==> src/rtl/ghostbus_host.sv <==
// ghostbus_host: valid/ready request stream to ghostbus cycle initiator.
// One transaction in flight; read data returned on a valid/ready response stream.

// Protocol invariants of the host, kept apart from the datapath.
module ghostbus_host_checker (
    input logic clk,
    input logic rst_n,
    input logic gb_we,
    input logic req_ready,
    input logic rsp_valid,
    input logic rsp_ready,
    input logic rsp_we,
    input logic [31:0] rsp_rdata
);

    // Write strobe is a single-cycle pulse.
    a_we_single: assert property (@(posedge clk) disable iff (!rst_n)
        gb_we |=> !gb_we);

    // Request and response sides are never open at the same time.
    a_ready_excl: assert property (@(posedge clk) disable iff (!rst_n)
        !(req_ready && rsp_valid));

    // A stalled response keeps its payload until consumed.
    a_rsp_stable: assert property (@(posedge clk) disable iff (!rst_n)
        (rsp_valid && !rsp_ready) |=> (rsp_valid && $stable(rsp_we) && $stable(rsp_rdata)));

endmodule

module ghostbus_host #(
    parameter int AW     = 12,
    parameter int DW     = 32,
    parameter int RD_LAT = 2
) (
    input  logic          gb_clk,
    input  logic          gb_rst_n,
    input  logic          req_valid,
    output logic          req_ready,
    input  logic          req_we,
    input  logic [AW-1:0] req_addr,
    input  logic [DW-1:0] req_wdata,
    output logic          rsp_valid,
    input  logic          rsp_ready,
    output logic          rsp_we,
    output logic [DW-1:0] rsp_rdata,
    output logic [AW-1:0] gb_addr,
    output logic [DW-1:0] gb_dout,
    input  logic [DW-1:0] gb_din,
    output logic          gb_we
);

    typedef enum logic [1:0] {
        ST_IDLE  = 2'd0,
        ST_WRITE = 2'd1,
        ST_RWAIT = 2'd2,
        ST_RESP  = 2'd3
    } state_t;

    // Counter preload so that gb_din is sampled RD_LAT edges after gb_addr moves.
    localparam logic [3:0] LAT_INIT = 4'(RD_LAT - 1);

    state_t        state_r;
    logic [3:0]    lat_r;
    logic          req_ready_r;
    logic          rsp_valid_r;
    logic          rsp_we_r;
    logic [DW-1:0] rsp_rdata_r;
    logic [AW-1:0] gb_addr_r;
    logic [DW-1:0] gb_dout_r;
    logic          gb_we_r;

    // Transaction FSM; every output is a register updated here.
    always_ff @(posedge gb_clk or negedge gb_rst_n) begin
        if (!gb_rst_n) begin
            state_r     <= ST_IDLE;
            lat_r       <= 4'd0;
            req_ready_r <= 1'b0;
            rsp_valid_r <= 1'b0;
            rsp_we_r    <= 1'b0;
            rsp_rdata_r <= {DW{1'b0}};
            gb_addr_r   <= {AW{1'b0}};
            gb_dout_r   <= {DW{1'b0}};
            gb_we_r     <= 1'b0;
        end else begin
            case (state_r)
                ST_IDLE: begin
                    if (req_ready_r && req_valid) begin
                        gb_addr_r   <= req_addr;
                        rsp_we_r    <= req_we;
                        req_ready_r <= 1'b0;
                        if (req_we) begin
                            gb_dout_r <= req_wdata;
                            gb_we_r   <= 1'b1;
                            state_r   <= ST_WRITE;
                        end else begin
                            lat_r   <= LAT_INIT;
                            state_r <= ST_RWAIT;
                        end
                    end else begin
                        // Opens on the first edge after reset release.
                        req_ready_r <= 1'b1;
                    end
                end
                ST_WRITE: begin
                    gb_we_r     <= 1'b0;
                    rsp_rdata_r <= {DW{1'b0}};
                    rsp_valid_r <= 1'b1;
                    state_r     <= ST_RESP;
                end
                ST_RWAIT: begin
                    gb_we_r <= 1'b0;
                    if (lat_r == 4'd0) begin
                        rsp_rdata_r <= gb_din;
                        rsp_valid_r <= 1'b1;
                        state_r     <= ST_RESP;
                    end else begin
                        lat_r <= lat_r - 4'd1;
                    end
                end
                ST_RESP: begin
                    if (rsp_valid_r && rsp_ready) begin
                        rsp_valid_r <= 1'b0;
                        req_ready_r <= 1'b1;
                        state_r     <= ST_IDLE;
                    end else begin
                        rsp_valid_r <= 1'b1;
                    end
                end
                default: begin
                    state_r     <= ST_IDLE;
                    req_ready_r <= 1'b0;
                    rsp_valid_r <= 1'b0;
                    gb_we_r     <= 1'b0;
                end
            endcase
        end
    end

    assign req_ready = req_ready_r;
    assign rsp_valid = rsp_valid_r;
    assign rsp_we    = rsp_we_r;
    assign rsp_rdata = rsp_rdata_r;
    assign gb_addr   = gb_addr_r;
    assign gb_dout   = gb_dout_r;
    assign gb_we     = gb_we_r;

    ghostbus_host_checker u_checker (
        .clk       (gb_clk),
        .rst_n     (gb_rst_n),
        .gb_we     (gb_we_r),
        .req_ready (req_ready_r),
        .rsp_valid (rsp_valid_r),
        .rsp_ready (rsp_ready),
        .rsp_we    (rsp_we_r),
        .rsp_rdata (32'(rsp_rdata_r))
    );

endmodule

==> config.mk <==
export PLATFORM = sky130hd
export DESIGN_NAME = ghostbus_host
export DESIGN_NICKNAME = d
export VERILOG_FILES = /design/src/rtl/ghostbus_host.sv
export SDC_FILE = /design/constraint.sdc
export NUM_CORES = 1
export LEC_CHECK = 0
export CORE_ASPECT_RATIO = 1.5
export CORE_MARGIN = 2
export CORE_UTILIZATION = 27
export CTS_CLUSTER_SIZE = 20
export DETAILED_ROUTE_END_ITERATION = 8
export SYNTH_ARGS = -nofsm -noshare
export SYNTH_HDL_FRONTEND = slang
export SYNTH_SLANG_ARGS = --single-unit
==> constraint.sdc <==
create_clock -name gb_clk -period 5.6 [get_ports gb_clk]
set_input_delay 1.12 -clock gb_clk [delete_from_list [all_inputs] [get_ports gb_clk]]
set_output_delay 1.12 -clock gb_clk [all_outputs]
set_load 0.03 [all_outputs]
==> out/results.ini, run 1 <==
[drt]
drtIter0Drc = 77
avgRoutedWirePerCell_um = 14.9
route.met3.wl_um = 704
vias = 2719
drtAntennaViolNets = 0
wirelength_um = 9230
detail_route.vias_per_cell = 4.39
wl_met2_um = 4800
top_layer = met4
drc = 0
met1_length_um = 3570
drt-pass1-iter-count = 4

[final_layout]
post-route-util_pct = 42.6
final_common_cell = clkdlybuf4s50_1
antennaDiodeCount = 0
drive_gt1_share_pct = 15.3
layout_common_cells = 159 x clkdlybuf4s50_1, 86 x dfrtp_1, 46 x mux2_2
syn2layout_area_growth_pct = 55.3
fillers = 1318
nets = 541

[hold_path]
hp-class = reg2reg

[run]
drv_cap = 0

[sta]
period_share_pct = 46.8
rsz0062_at_grt = no
min_period_ps = 2620
worst_hold_slack_ps = 500
final.setup.tns_ps = 0
setup_ws_ps = 2980
slew_headroom_pct = 44.4
hold_violations = 0
final_max_slew_viol_count = 0
finalClockSkew_ps = 9.01
worst_slew_pin_slew_ps = 834
finalSetupViolCount = 0
fmaxAchievable_ghz = 0.382

[clock_network]
h-tree-depth = 3
cts_tree = yes
cts_hold_buffers = 0
cts_resized = 0
clk_latency_ps = 330
cts_setup_buffers = 0
cts_buffers = 9
cts_root_buffer = clkbuf_16
cts_sinks = 86
clk_pin_slew_ps = 70
clk_path_buf_depth = 2

[synth]
synth-seq-cells = 86
synth_warnings = 0
synth.distinct_cells = 29
synth_cells = 292
synth_edf_count = 0
syn_avg_cell_area_um2 = 12.6
synth_nets = 379
synth_seq_area_share_pct = 58.6
async_reset_ff_share_pct = 100
synth_ff_type = dfrtp_1
netlist_area_um2 = 3670

[placed_design]
numPortBuffers = 160
gp_congestion = 0.696
place_hpwl_um = 6620
preCtsSetupSlack_ps = 2680

[worst_setup_path]
cp_top_family = buffers and inverters
path_max_fanout = 8
critPathKind = reg2out
arrival_ps = 1500
crit_chain = clkdlybuf4s50_1
cp-start-kind = register
max_stage_delay_ps = 710
slowest_stage = clkdlybuf4s50_1
cp_data_required_time_ps = 4480
critPathCaptureType = output pin
path_buf_inv = 1

[floorplanning]
start_util_pct = 27.4
die_w_um = 99.3
dieArea_um2 = 14600
io_pins = 161
num_rows = 52
die_y_um = 147
fp.coreArea_um2 = 13400

[grt]
grt_overflow = 0
grt_max_degree = 63
grt_pass1_vias = 2915
grt_pass1_wl_um = 14800
antenna_found_initial = 0
grt_usage_pct = 12.9

[pwr]
power_density_nw_per_um2 = 594
leakagePower_uw = 0.00248
ir_worst_vdd_uv = 252
power_uw = 3390

[run_status]
status = finished clean

## layer usage
| metal | global-route usage, % | up-vias |
|---|---|---|
| li1 | - | 1279 |
| met1 | 14.6 | 1315 |
| met2 | 22.6 | 116 |
| met3 | 4.09 | 9 |
| met4 | 4.59 | 0 |
| met5 | 0 | - |
## cell type report
| class | instances | area, um^2 | share of cell area, % |
|---|---|---|---|
| clock buffers | 10 | 239 | 4.19 |
| clock inverters | 5 | 36.3 | 0.636 |
| inverters | 38 | 143 | 2.50 |
| multi-input cells | 155 | 1310 | 22.9 |
| flip-flops and latches | 86 | 2150 | 37.7 |
| well taps | 162 | 203 | 3.55 |
| repair buffers | 164 | 1630 | 28.5 |
## logic make-up (layout without fill, tap and decap cells)
logic type	count (synthesis)	count (layout)	synth area share [%]
AND/OR/NAND/NOR	55	55	7.01
adder cells (fa/ha/maj)	6	6	2.04
buffers and inverters	51	217	6.09
flip-flops	86	86	58.6
AO/OA/AOI/OAI	12	12	2.38
multiplexers	82	82	23.9
## Yosys cell counts, types with 2 or more instances
cell       instances  area share, %
a21oi_1            4           0.54
buf_2              5           0.68
buf_6              3           0.92
clkbuf_1           4           0.41
dfrtp_1           86             59
ha_1               6            2.0
inv_1             38            3.9
mux2_2            46             14
mux2i_1           36            9.8
nand2_1           40            4.1
nand2b_1           3           0.51
nand3_1            2           0.27
nor2b_1            2           0.34
o2bb2ai_1          2           0.48
## final timing paths
kind	start	to	slack (ps)	cells past startpoint
min	rsp_we$_DFFE_PN0P_	rsp_we$_DFFE_PN0P_	500	2
max in group asynchronous	gb_rst_n	gb_addr[11]$_DFFE_PN0P_	3750	2
max reg2reg	state_r[0]$_DFFE_PN0P_	lat_r[0]$_DFFE_PN0P_	3480	6
max	req_ready$_DFFE_PN0P_	req_ready	2980	1
min reg2reg	rsp_we$_DFFE_PN0P_	rsp_we$_DFFE_PN0P_	500	2
min in group asynchronous	gb_rst_n	rsp_rdata[17]$_DFFE_PN0P_	680	1
## flip-flops by register name, summed over array words and instances, names as in the netlist
signal / cells
rsp_valid: 1
req_ready: 1
gb_dout: 32
gb_we: 1
lat_r: 4
gb_addr: 12
rsp_rdata: 32
state_r: 2
rsp_we: 1
## stage by stage
step,instances,area [um^2]
floorplan,292,3670
global placement,605,5430
detailed placement,605,5430
CTS,620,5710
global route,620,5710
finish,620,5710
## where the power goes
part	internal, uW	switching, uW	total, uW
Combinational	832	991	1820
Sequential	878	132	1010
Clock	310	246	556
Total	2020	1370	3390
(Power assumes the default switching activity.)
==> run 2: changes to the inputs <==
- clock period: 5.6 -> 2.7 ns (I/O delays scaled with it)
==> run 2 against run 1 <==
Effect of this change: first-iteration DRC count is 31% lower; clock power is 130% higher; die area unchanged; sequential share of layout area is 0.36 points lower; combinational power up 110%; non-clock buffer count up 1; utilization is 0.41 points higher; via count is 0.51% lower.
==> out/results.ini, run 2 (same netlist as run 1, synthesis figures left out) <==
[final_layout]
drive_gt1_share_pct = 15.7
nets = 542
syn2layout_area_growth_pct = 56.8
stdcell_count = 622
final_common_cell = clkdlybuf4s50_1
antennaDiodeCount = 0
fillers = 1289
layout_common_cells = 159 x clkdlybuf4s50_1, 86 x dfrtp_1, 46 x mux2_2

[clock_network]
cts_root_buffer = clkbuf_16
cts_setup_buffers = 0
clk_path_buf_depth = 2
clk_latency_ps = 330
clk_pin_slew_ps = 60
cts_tree = yes
cts_buffers = 9
cts_sinks = 86
cts_hold_buffers = 0
cts_resized = 0
h-tree-depth = 3

[floorplanning]
dieArea_um2 = 14600
num_rows = 52
die_y_um = 147
fp.coreArea_um2 = 13400
io_pins = 161
start_util_pct = 27.4
die_w_um = 99.3

[pwr]
ir_worst_vdd_uv = 589
power_density_nw_per_um2 = 1240
leakagePower_uw = 0.00250

[sta]
slew_headroom_pct = 62.2
final_max_slew_viol_count = 0
min_period_ps = 2050
worst_slew_pin_slew_ps = 567
finalSetupViolCount = 0
finalClockSkew_ps = 5.04
final.setup.tns_ps = 0
fmaxAchievable_ghz = 0.487
period_share_pct = 76.0
hold_violations = 0
rsz0062_at_grt = no

[worst_setup_path]
max_stage_delay_ps = 460
critPathKind = reg2reg
slowest_stage = buf_4
critPathCaptureType = register
arrival_ps = 2300
crit_chain = inv_1 > ha_1 > or3b_4 > a21boi_4 > buf_4 > mux2i_1
cp_data_required_time_ps = 2950
path_max_fanout = 32
cp-start-kind = register

[grt]
grt_max_degree = 46
grt_pass1_vias = 2885
antenna_found_initial = 0
grt_pass1_wl_um = 14800
grt_usage_pct = 13.0
grt_overflow = 0

[hold_path]
hp-class = in2async

[run]
drv_cap = 0

[drt]
avgRoutedWirePerCell_um = 14.6
detail_route.vias_per_cell = 4.35
vias = 2705
drc = 0
drt-pass1-iter-count = 4
drtIter0Drc = 53
wirelength_um = 9090
drtAntennaViolNets = 0

[placed_design]
dp_cells = 606
gp_congestion = 0.728
numPortBuffers = 160
place_hpwl_um = 6670

[run_status]
status = finished clean

==> run 2: report_power, final <==
| part | internal, uW | switching, uW |
|---|---|---|
| combinational | 1730 | 2030 |
| clock | 765 | 500 |
| sequential | 1820 | 279 |
==> run 2: metal layers <==
layer | global-route usage (%) | wire length [um] | part of all wire [%] | vias up
met5 | 0 | 0 | 0 | -
met4 | 4.11 | 88 | 0.97 | 0
met3 | 4.66 | 643 | 7.1 | 7
met2 | 22.4 | 4660 | 51 | 109
met1 | 14.9 | 3700 | 41 | 1303
li1 | - | - | - | 1286
==> run 2: layout make-up <==
cell class | count | area, um^2 | share of cell area (%)
Sequential cell | 86 | 2150 | 37.3
Timing Repair Buffer | 165 | 1650 | 28.6
Multi-Input combinational cell | 155 | 1310 | 22.7
Clock buffer | 11 | 253 | 4.39
Tap cell | 162 | 203 | 3.52
Inverter | 38 | 143 | 2.48
Clock inverter | 5 | 57.6 | 0.999
==> run 2: final timing paths <==
check,startpoint,to,slack (ps),cells after the start
max in group asynchronous,gb_rst_n,rsp_rdata[12]$_DFFE_PN0P_,1850,2
setup / recovery,lat_r[0]$_DFFE_PN0P_,rsp_rdata[26]$_DFFE_PN0P_,650,6
hold / removal,gb_rst_n,rsp_rdata[15]$_DFFE_PN0P_,190,1
setup reg to reg,lat_r[0]$_DFFE_PN0P_,rsp_rdata[26]$_DFFE_PN0P_,650,6
hold reg to reg,rsp_we$_DFFE_PN0P_,rsp_we$_DFFE_PN0P_,500,2
min in group gb_clk,rsp_we$_DFFE_PN0P_,rsp_we$_DFFE_PN0P_,500,2
==> run 2: worst max-delay path, delay by kind of cell (launching register included) <==
kind            cells  cell delay, ps
simple gates        1             410
buf+inv             2             550
mux                 1             260
flops               1             400
fa+ha+maj           1             170
compound gates      1             150
==> run 2: metrics by stage <==
stage	hold WS [ps]	setup slack, ps	power [uW]	cell area [um^2]	util [%]
2_1_floorplan	244	956	4540	3670	-
3_3_place_gp	488	627	5890	5450	40.7
3_5_place_dp	490	590	5960	5450	40.7
4_1_cts	215	601	7260	5760	43.0
5_1_grt	214	445	7590	5760	43.0
6_report	193	647	7130	5760	43.0
